`src/rtl/rv_ctrl_pkg.sv`:
```
// Shared encodings for the multicycle RV32I controller: opcodes, FSM states,
// opcode classes and the strobe field encodings seen by the datapath.
package rv_ctrl_pkg;

  localparam logic [6:0] OP_R    = 7'b0110011;
  localparam logic [6:0] OP_I    = 7'b0010011;
  localparam logic [6:0] OP_L    = 7'b0000011;
  localparam logic [6:0] OP_S    = 7'b0100011;
  localparam logic [6:0] OP_B    = 7'b1100011;
  localparam logic [6:0] OP_JAL  = 7'b1101111;
  localparam logic [6:0] OP_JALR = 7'b1100111;
  localparam logic [6:0] OP_SYS  = 7'b1110011;

  typedef enum logic [2:0] {
    ST_IDLE,
    ST_FETCH,
    ST_DECODE,
    ST_EXEC,
    ST_MEM,
    ST_WB,
    ST_HALT
  } state_e;

  typedef enum logic [3:0] {
    CL_R,
    CL_I,
    CL_L,
    CL_S,
    CL_B,
    CL_JAL,
    CL_JALR,
    CL_SYS,
    CL_ILL
  } op_class_e;

  typedef enum logic [1:0] {
    ALUOP_ADD = 2'b00,
    ALUOP_BR  = 2'b01,
    ALUOP_R   = 2'b10,
    ALUOP_I   = 2'b11
  } aluop_e;

  typedef enum logic [1:0] {
    WB_ALU = 2'b00,
    WB_MEM = 2'b01,
    WB_PC4 = 2'b10
  } wb_sel_e;

  typedef enum logic [1:0] {
    PC_PLUS4 = 2'b00,
    PC_REL   = 2'b01,
    PC_ALU   = 2'b10
  } pc_src_e;

  typedef enum logic [1:0] {
    FLT_NONE    = 2'b00,
    FLT_ILLEGAL = 2'b01,
    FLT_TIMEOUT = 2'b10,
    FLT_SYS     = 2'b11
  } fault_e;

  function automatic op_class_e decode_class(input logic [6:0] op);
    op_class_e cls;
    unique case (op)
      OP_R:    cls = CL_R;
      OP_I:    cls = CL_I;
      OP_L:    cls = CL_L;
      OP_S:    cls = CL_S;
      OP_B:    cls = CL_B;
      OP_JAL:  cls = CL_JAL;
      OP_JALR: cls = CL_JALR;
      OP_SYS:  cls = CL_SYS;
      default: cls = CL_ILL;
    endcase
    return cls;
  endfunction

  function automatic aluop_e class_aluop(input op_class_e cls);
    aluop_e op;
    unique case (cls)
      CL_R:    op = ALUOP_R;
      CL_I:    op = ALUOP_I;
      CL_B:    op = ALUOP_BR;
      default: op = ALUOP_ADD;
    endcase
    return op;
  endfunction

  // Operand B is the immediate for address/offset computations and I-type ALU ops.
  function automatic logic class_uses_imm(input op_class_e cls);
    return (cls == CL_I) || (cls == CL_L) || (cls == CL_S) || (cls == CL_JALR);
  endfunction

endpackage

```
`src/rtl/mem_wait_timer.sv`:
```
// Counts stalled memory-request cycles; flags expiry on the wait cycle that
// brings the count up to MEM_TIMEOUT.
module mem_wait_timer #(
  parameter int MEM_TIMEOUT = 255
) (
  input  logic clk,
  input  logic rst_n,
  input  logic clr,
  input  logic inc,
  output logic expired
);

  localparam int LIMIT = (MEM_TIMEOUT < 1) ? 1 : MEM_TIMEOUT;
  localparam int CW    = (LIMIT < 2) ? 1 : $clog2(LIMIT + 1);

  logic [CW-1:0] cnt_q;
  logic [CW-1:0] cnt_d;

  assign expired = inc && (cnt_q == CW'(LIMIT - 1));

  always_comb begin
    cnt_d = cnt_q;
    if (clr) begin
      cnt_d = '0;
    end else if (expired) begin
      cnt_d = CW'(LIMIT);
    end else if (inc) begin
      cnt_d = cnt_q + CW'(1);
    end
  end

  always_ff @(posedge clk or negedge rst_n) begin
    if (!rst_n) begin
      cnt_q <= '0;
    end else begin
      cnt_q <= cnt_d;
    end
  end

endmodule

```
`src/rtl/multicycle_ctrl.sv`:
```
// Multicycle RV32I control FSM: sequences FETCH/DECODE/EXEC/MEM/WB over one
// shared memory port, drives the datapath strobes and counts retirements.
module multicycle_ctrl
  import rv_ctrl_pkg::*;
#(
  parameter int CNT_W       = 32,
  parameter int MEM_TIMEOUT = 255
) (
  input  logic             clk,
  input  logic             rst_n,
  input  logic             run,
  input  logic [6:0]       opcode,
  input  logic             branch_taken,
  input  logic             mem_ready,
  output logic             mem_req,
  output logic             mem_we,
  output logic             addr_sel,
  output logic             ir_write,
  output logic             pc_write,
  output logic [1:0]       pc_src,
  output logic             alu_src,
  output logic [1:0]       aluop,
  output logic             reg_write,
  output logic [1:0]       wb_sel,
  output logic             halted,
  output logic [1:0]       fault,
  output logic [CNT_W-1:0] retired
);

  state_e           state_q;
  op_class_e        class_q;
  fault_e           fault_q;
  logic [CNT_W-1:0] retired_q;

  op_class_e dec_class;
  state_e    retire_next;
  logic      retire;
  logic      tmr_inc;
  logic      tmr_clr;
  logic      tmr_expired;

  logic    mem_req_d;
  logic    mem_we_d;
  logic    addr_sel_d;
  logic    ir_write_d;
  logic    pc_write_d;
  logic    alu_src_d;
  logic    reg_write_d;
  pc_src_e pc_src_d;
  aluop_e  aluop_d;
  wb_sel_e wb_sel_d;

  assign dec_class   = decode_class(opcode);
  assign retire_next = run ? ST_FETCH : ST_IDLE;

  // Strobes follow the state and latched class; only the handshake and branch
  // result qualify them within the cycle.
  always_comb begin
    mem_req_d   = 1'b0;
    mem_we_d    = 1'b0;
    addr_sel_d  = 1'b0;
    ir_write_d  = 1'b0;
    pc_write_d  = 1'b0;
    alu_src_d   = 1'b0;
    reg_write_d = 1'b0;
    pc_src_d    = PC_PLUS4;
    aluop_d     = ALUOP_ADD;
    wb_sel_d    = WB_ALU;
    unique case (state_q)
      ST_FETCH: begin
        mem_req_d = 1'b1;
        if (mem_ready) begin
          ir_write_d = 1'b1;
          pc_write_d = 1'b1;
        end
      end
      ST_EXEC: begin
        aluop_d   = class_aluop(class_q);
        alu_src_d = class_uses_imm(class_q);
        if ((class_q == CL_B) && branch_taken) begin
          pc_write_d = 1'b1;
          pc_src_d   = PC_REL;
        end
      end
      ST_MEM: begin
        mem_req_d  = 1'b1;
        addr_sel_d = 1'b1;
        mem_we_d   = (class_q == CL_S);
      end
      ST_WB: begin
        reg_write_d = 1'b1;
        unique case (class_q)
          CL_L: wb_sel_d = WB_MEM;
          CL_JAL: begin
            wb_sel_d   = WB_PC4;
            pc_write_d = 1'b1;
            pc_src_d   = PC_REL;
          end
          CL_JALR: begin
            wb_sel_d   = WB_PC4;
            pc_write_d = 1'b1;
            pc_src_d   = PC_ALU;
          end
          default: wb_sel_d = WB_ALU;
        endcase
      end
      default: begin
      end
    endcase
  end

  assign retire = ((state_q == ST_EXEC) && (class_q == CL_B)) ||
                  ((state_q == ST_MEM) && (class_q == CL_S) && mem_ready) ||
                  (state_q == ST_WB);

  assign tmr_inc = mem_req_d && !mem_ready;
  assign tmr_clr = mem_req_d && mem_ready;

  mem_wait_timer #(
    .MEM_TIMEOUT(MEM_TIMEOUT)
  ) u_wait_timer (
    .clk    (clk),
    .rst_n  (rst_n),
    .clr    (tmr_clr),
    .inc    (tmr_inc),
    .expired(tmr_expired)
  );

  always_ff @(posedge clk or negedge rst_n) begin
    if (!rst_n) begin
      state_q   <= ST_IDLE;
      class_q   <= CL_ILL;
      fault_q   <= FLT_NONE;
      retired_q <= '0;
    end else begin
      if (retire) begin
        retired_q <= retired_q + CNT_W'(1);
      end
      unique case (state_q)
        ST_IDLE: begin
          if (run) begin
            state_q <= ST_FETCH;
          end
        end
        ST_FETCH: begin
          if (mem_ready) begin
            state_q <= ST_DECODE;
          end else if (tmr_expired) begin
            state_q <= ST_HALT;
            fault_q <= FLT_TIMEOUT;
          end
        end
        ST_DECODE: begin
          class_q <= dec_class;
          if (dec_class == CL_SYS) begin
            state_q <= ST_HALT;
            fault_q <= FLT_SYS;
          end else if (dec_class == CL_ILL) begin
            state_q <= ST_HALT;
            fault_q <= FLT_ILLEGAL;
          end else begin
            state_q <= ST_EXEC;
          end
        end
        ST_EXEC: begin
          unique case (class_q)
            CL_B:       state_q <= retire_next;
            CL_L, CL_S: state_q <= ST_MEM;
            default:    state_q <= ST_WB;
          endcase
        end
        ST_MEM: begin
          if (mem_ready) begin
            state_q <= (class_q == CL_L) ? ST_WB : retire_next;
          end else if (tmr_expired) begin
            state_q <= ST_HALT;
            fault_q <= FLT_TIMEOUT;
          end
        end
        ST_WB: begin
          state_q <= retire_next;
        end
        default: begin
          state_q <= ST_HALT;
        end
      endcase
    end
  end

  assign mem_req   = mem_req_d;
  assign mem_we    = mem_we_d;
  assign addr_sel  = addr_sel_d;
  assign ir_write  = ir_write_d;
  assign pc_write  = pc_write_d;
  assign pc_src    = pc_src_d;
  assign alu_src   = alu_src_d;
  assign aluop     = aluop_d;
  assign reg_write = reg_write_d;
  assign wb_sel    = wb_sel_d;
  assign halted    = (state_q == ST_HALT);
  assign fault     = fault_q;
  assign retired   = retired_q;

endmodule
```
`config.mk`:
```
export PLATFORM = sky130hd
export DESIGN_NAME = multicycle_ctrl
export DESIGN_NICKNAME = d
export VERILOG_FILES = /design/src/rtl/rv_ctrl_pkg.sv /design/src/rtl/mem_wait_timer.sv /design/src/rtl/multicycle_ctrl.sv
export SDC_FILE = /design/constraint.sdc
export NUM_CORES = 1
export LEC_CHECK = 0
export CELL_PAD_IN_SITES_DETAIL_PLACEMENT = 0
export CELL_PAD_IN_SITES_GLOBAL_PLACEMENT = 2
export CORE_AREA = 3 3 84 118
export CTS_CLUSTER_SIZE = 40
export DETAILED_ROUTE_END_ITERATION = 8
export DIE_AREA = 0 0 87 121
export PLACE_DENSITY = 0.82
export SYNTH_ARGS = -nofsm -noshare
export SYNTH_HDL_FRONTEND = slang
export SYNTH_SLANG_ARGS = --single-unit
export TNS_END_PERCENT = 50
```
`constraint.sdc`:
```
create_clock -name clk -period 2.3 [get_ports clk]
set_input_delay 0.23 -clock clk [delete_from_list [all_inputs] [get_ports clk]]
set_output_delay 0.23 -clock clk [all_outputs]
set_load 0.02 [all_outputs]
```
==> results.cfg, run 1 <==
[run_status]
status = complete, but fails checks
violations = negative hold slack

[placement]
io_buffers = 59
placed_area_mm2 = 0.00362
gp_congestion = 0.781
hpwl_mm = 5.06

[setup_path]
crit_type = reg -> out
cp.arrival_ns = 1.92
cp_cell_sequence = nand3b_1, inv_1, nand2_1, nor2_1, clkdlybuf4s50_1
path_max_fanout = 7
slowest_stage = clkdlybuf4s50_1
crit_required_ns = 2.07
cpPeakStageDelay_ns = 0.61
cp-start-kind = register
end_kind = output port

[worst_hold_path]
hp-class = in -> async

[sta]
clock.fmax_mhz = 465
period_share_pct = 93.6
tightestPinTransition_ns = 0.731
setup_viol = 0
slew_violations = 0
fin_crit_ns = 2.15
relSlewSlack_pct = 51.3
hold_viol = 6
rsz0062_at_grt = false
whs_ns = -0.00131
tns_ns = 0
skew_ns = 0.00293

[synth]
synth_nets = 298
synth_area_mm2 = 0.00282
synth_top_area_share_pct = 42.5
synthCells = 283
yosys.area.top_type = dfrtp_1
ys_top_cells_by_area = dfrtp_1 (43%), xor2_1 (5.9%), xnor2_1 (4.7%)
yosys_warnings = 0
synth_cell_types = 60
synth_edf_count = 0
ys_seq_area_share_pct = 43.5
ys.flop_type = dfrtp_1
ys_ff_latch = 49
syn_avg_cell_area_um2 = 9.98
async_flop_share_pct = 100

[grt]
grt_pass1_wl_mm = 11.2
grt_pass1_vias = 2326
grt_max_degree = 31
global_route.usage.total_pct = 13.4
antenna_found_initial = 0
grt_overflow = 0

[detailed_routing]
highest_layer = met4
vias = 2347
met2WireLength_mm = 3.42
drt-met1-wl_mm = 2.85
wl_mm = 6.67
wl_met3_um = 280
dr.pass1.iters = 4
avgRoutedWirePerCell_um = 14.4
antenna_left = 0
drt_iter0_drc = 45
route.detailed.drc = 0
routed_via_density = 5.07

[die]
num_rows = 41
io_pins = 60
die_y_um = 121
fp.dieW_um = 87
core-area_mm2 = 0.00898
start_util_pct = 31.5
dieArea_mm2 = 0.0105

[clocking]
htree_num_levels = 2
numCtsBuffers = 5
cts_tree = built
cts_hold_repair.buffers = 0
cts_buffer_depth = 2
cts_root_buffer = clkbuf_16
cts.clk_slew.worst_paths_ns = 0.06
clk_latency_ns = 0.29
cts_sinks = 49

[cells_and_area]
area.growth.synth_to_final_pct = 34.8
fin_nets = 370
insertedDiodeCount = 0
fin_area_mm2 = 0.00381
nFillCells = 873
drive_above_1_share_pct = 14.6

[power]
power_density_mw_per_mm2 = 791
peakVddDrop_uv = 508
leakage_nw = 1.80

[job]
max_cap_violations = 0
-- through the flow --
step                      setup slack, ns  total power, W  instances  hold WS, ns  utilization [%]
final                               0.148         0.00301        463     -0.00131             42.4
after global routing               0.0438         0.00321        463       0.0481             42.4
after CTS                         0.00437         0.00306        463       0.0187             42.3
after detailed placement            0.197         0.00218        455        0.333             40.3
after global placement              0.205         0.00216        455        0.324             40.3
after floorplan                     0.123         0.00177        283      -0.0656                -
-- cells in the mapped netlist (8+ instances only) --
library cell  count
clkbuf_1          8
nand3_1          14
dfrtp_1          48
inv_1            12
nor2_1           23
xor2_1           19
a21oi_1          13
xnor2_1          15
nand2_1          21
and3_1            9
-- cells in the final DEF (no fill, tap or decap), drive strengths merged, types with 5 or more instances in the layout --
cell type | synthesis | final
buf | 5 | 20
and3 | 9 | 9
clkbuf | 8 | 6
nand2 | 21 | 21
inv | 12 | 12
xor2 | 19 | 19
dfrtp | 48 | 48
nand3 | 14 | 14
nor4 | 10 | 10
xnor2 | 15 | 15
o21ai | 8 | 8
clkdlybuf4s50 | 0 | 50
nand4 | 6 | 6
nor3 | 10 | 10
a21oi | 13 | 13
dlygate4sd2 | 0 | 5
nor2 | 23 | 23
-- worst max-delay path: cells and delay by family, from the launching register on --
kind | cells | cell delay (ns)
and+or+nand+nor | 3 | 0.41
buffers and inverters | 2 | 0.76
DFF | 1 | 0.46
-- per-layer routing --
layer / global-route usage, % / vias up
li1: - / 1165
met1: 16.0 / 1127
met2: 23.1 / 48
met3: 2.79 / 7
met4: 4.97 / 0
met5: 0 / -
-- cell families (layout without fill, tap and decap cells) --
logic type	Yosys count	count (layout)	synth area share, %
compound gates	54	54	14.5
mux	3	3	1.15
fa+ha+maj	3	3	1.33
flops	49	49	43.5
simple gates	115	115	25.0
xor+xnor	34	34	10.5
buf+inv	25	98	4.03
-- final timing paths --
kind	from	endpoint	slack, ns	cells past startpoint
worst max-delay path	state_q[1]	wb_sel[1]	0.15	5
worst min-delay path	rst_n	retired[5]	-0.001	1
worst max register to register	class_q[1]	retired[28]	0.23	6
worst min register to register	retired[31]	retired[31]	0.48	1
max in group asynchronous	rst_n	retired[23]	1.67	2
min in group clk	retired[31]	retired[31]	0.48	1
-- state kept, by name, indices dropped and copies added (netlist names) --
| name | flops |
|---|---|
| retired | 32 |
| u_wait_timer.cnt_q | 8 |
| class_q | 4 |
| fault | 2 |
| state_q | 3 |
-- power by group --
group / leakage (nW) / internal [W] / switching, W
clock network: 0.0831 / 0.000543 / 0.000318
registers: 0.623 / 0.000982 / 0.000174
logic: 1.09 / 0.000467 / 0.000528
total: 1.80 / 0.00199 / 0.00102
-- layout make-up --
type | instances | area, um^2 | area share [%]
inverters | 12 | 45.0 | 1.18
flip-flops and latches | 49 | 1230 | 32.3
well taps | 107 | 134 | 3.52
clock buffers | 6 | 139 | 3.65
multi-input cells | 209 | 1490 | 39.2
clock inverters | 2 | 37.5 | 0.986
repair buffers | 78 | 729 | 19.2
-- what timing repair did --
action	in CTS	in global routing
setup buffers	0	0
endpoints found under the setup margin	7	4
resized for setup	7	4
(Power assumes the default switching activity.)
==> inputs of run 2 (changes only) <==
ABC_AREA = 1   (was not set)
CORE_AREA = 3 3 95 134   (was 3 3 84 118)
DIE_AREA = 0 0 98 137   (was 0 0 87 121)
PLACE_DENSITY = 0.81   (was 0.82)
==> results.cfg, run 2 <==
[run_status]
status = finished, final reports clean

[placement]
io_buffers = 59
hpwl_mm = 7.81
gp_congestion = 0.895

[setup_path]
path_common_cell = inv_1
end_kind = output port
reg2reg_from = state_q[0]
crit_required_ns = 2.07
cp.arrival_ns = 1.93
worst-path-buf-inv = 3
startpoint = state_q[1]
path_max_fanout = 5
timing.critical_path.to = pc_src[1]
slowest_stage = clkdlybuf4s50_1
rrSetupSlack_ns = 0.40
cp_cell_sequence = inv_1, nand2_1, nor2_4, inv_1, nor2_1, clkdlybuf4s50_1
cpPeakStageDelay_ns = 0.61
worst-path-stages = 6
reg2reg_to = retired[12]
reg2regPathDepth = 9
crit_type = reg -> out
cp-start-kind = register
critPathTopFamily = buffers and inverters

[clocking]
numCtsBuffers = 5
clk_latency_ns = 0.29
cts_root_buffer = clkbuf_16
htree_num_levels = 2
cts_sinks = 49
post_cts_buffers = 0
cts_tree = built
cts.clk_slew.worst_paths_ns = 0.07
cts_buffer_depth = 2

[detailed_routing]
dr.pass1.iters = 4
route.detailed.drc = 0
routed_via_density = 4.61
avgRoutedWirePerCell_um = 14.0
wl_mm = 9.84
antenna_left = 0
drt_iter0_drc = 98
vias = 3235

[synth]
ys_ff_latch = 49
yosys.area.top_type = dfrtp_1
ys_seq_area_share_pct = 38.0
ys.flop_type = dfrtp_1
synth_nets = 501
async_flop_share_pct = 100
synthCells = 486
synth.most_common_cell = nand2_1
synth_top_area_share_pct = 37.2
ys_top_cells_by_area = dfrtp_1 (37%), nand2_1 (21%), nor2_1 (7.7%)
synth_area_mm2 = 0.00323
yosys-top-cells-count = nand2_1 (181), nor2_1 (66), inv_1 (50), dfrtp_1 (48), nand3_1 (30)
synth_edf_count = 0
syn_avg_cell_area_um2 = 6.65
yosys_warnings = 0
synth_cell_types = 29

[die]
num_rows = 47
fp.dieW_um = 98
start_util_pct = 27.6
io_pins = 60
core-area_mm2 = 0.0117
dieArea_mm2 = 0.0134
die_y_um = 137

[sta]
hold_viol = 0
rsz0062_at_grt = false
tightestPinTransition_ns = 0.452
setup_viol = 0
skew_ns = 0.00676
clock.fmax_mhz = 463
fin_crit_ns = 2.16
slew_violations = 0
tns_ns = 0
period_share_pct = 93.8
relSlewSlack_pct = 69.7

[grt]
antenna_found_initial = 0
global_route.usage.total_pct = 14.8
grt_overflow = 0
grt_max_degree = 24
grt_pass1_vias = 3325
grt_pass1_wl_mm = 16.0

[power]
leakage_nw = 2.05
p_total_w = 0.00177
pwr-share-comb_pct = 3.3
peakVddDrop_uv = 253
power_density_mw_per_mm2 = 420
switching_power_w = 0.000377
internal_power_w = 0.00139
pwr-share-clk_pct = 48.0
swShare_pct = 21.3
power_frac_seq_pct = 48.7

[worst_hold_path]
hp-class = in -> async

[job]
max_cap_violations = 0

[cells_and_area]
area.growth.synth_to_final_pct = 30.2
drive_above_1_share_pct = 5.23
insertedDiodeCount = 0
final_common_cell = nand2_1
final_cell_mix = nand2_1 (181), nor2_1 (66), clkdlybuf4s50_1 (51)
largest_reg_flops = 32
fin_nets = 569
## run 2: cell count changes after synthesis, moves of 10 or more
cell     delta
o21ai_0    +19
nor2_1     +43
nor3_1     +10
nand3_1    +16
nand2_1   +160
inv_1      +38
## run 2: per-layer routing
layer  global-route usage [%]  wire length, um  vias to the layer above  share of wire, %
li1                         -                -                     1666                 -
met1                     15.8             3940                     1493                40
met2                     28.8             5310                       61                54
met3                     2.60              327                       15               3.3
met4                     5.39              255                        0               2.6
met5                        0                0                        -                 0
## run 2: how the worst min path moves through the flow
stage,to,cells past startpoint,slack [ns],start
after CTS,retired[7],2,0.35,rst_n
after global placement,retired[7],1,0.13,rst_n
after detailed placement,retired[8],1,0.13,rst_n
after global routing,retired[8],2,0.37,rst_n
final,retired[7],2,0.34,rst_n
after floorplan,class_q[0],0,-0.07,rst_n
## run 2: logic make-up after synthesis
family,count (synthesis),synth area share [%]
AOI/OAI and AO/OA,43,7.40
DFF,49,38.0
xor gates and xnor gates,19,5.15
buffers and inverters,57,7.13
adders and majority gates,3,1.16
and+or+nand+nor,315,41.2
## run 2: layout make-up
cell class              instances  area [um^2]
fillers                      1279         7500
clock buffers                   5          125
repair buffers                 66          667
well taps                     147          184
multi-input cells             380         1770
inverters                      52          195
flip-flops and latches         49         1230
clock inverters                 2         35.0
## run 2: per-stage QoR
step / std cells / worst slack (ns) / hold WS [ns] / instance area [um^2] / util, %
after detailed placement: 693 / 0.201 / 0.132 / 4020 / 34.4
after global placement: 693 / 0.246 / 0.134 / 4020 / 34.4
final: 701 / 0.142 / 0.344 / 4210 / 35.9
after floorplan: 486 / 0.345 / -0.0656 / 3230 / -
after global routing: 701 / 0.0157 / 0.367 / 4210 / 35.9
after CTS: 701 / 0.0235 / 0.355 / 4190 / 35.8
## run 2: repair_timing
item	4_1_cts	5_1_grt
endpoints found under the hold margin	11	0
pin swaps	0	0
hold buffers	1	0
gates resized for setup	2	6
endpoints found under the setup margin	2	6
## run 2: worst register-to-register path, stage by stage, from the launching register on
cell and delay [ns]:
dfrtp_1 0.46, nor2_1 0.21, nand2_1 0.16, inv_2 0.11, nand3_1 0.12, nand2_4 0.25
buf_12 0.21, nand2_4 0.08, o21ai_1 0.13, nand2_1 0.06
## run 2: power groups by stage
stage | logic [W] | registers [W] | clock network, W
after floorplan | 0.0000129 | 0.000878 | 0
after global placement | 0.0000589 | 0.000878 | 0
after detailed placement | 0.0000589 | 0.000878 | 0
after CTS | 0.0000605 | 0.000861 | 0.000879
after global routing | 0.0000661 | 0.000861 | 0.000900
final | 0.0000577 | 0.000861 | 0.000849
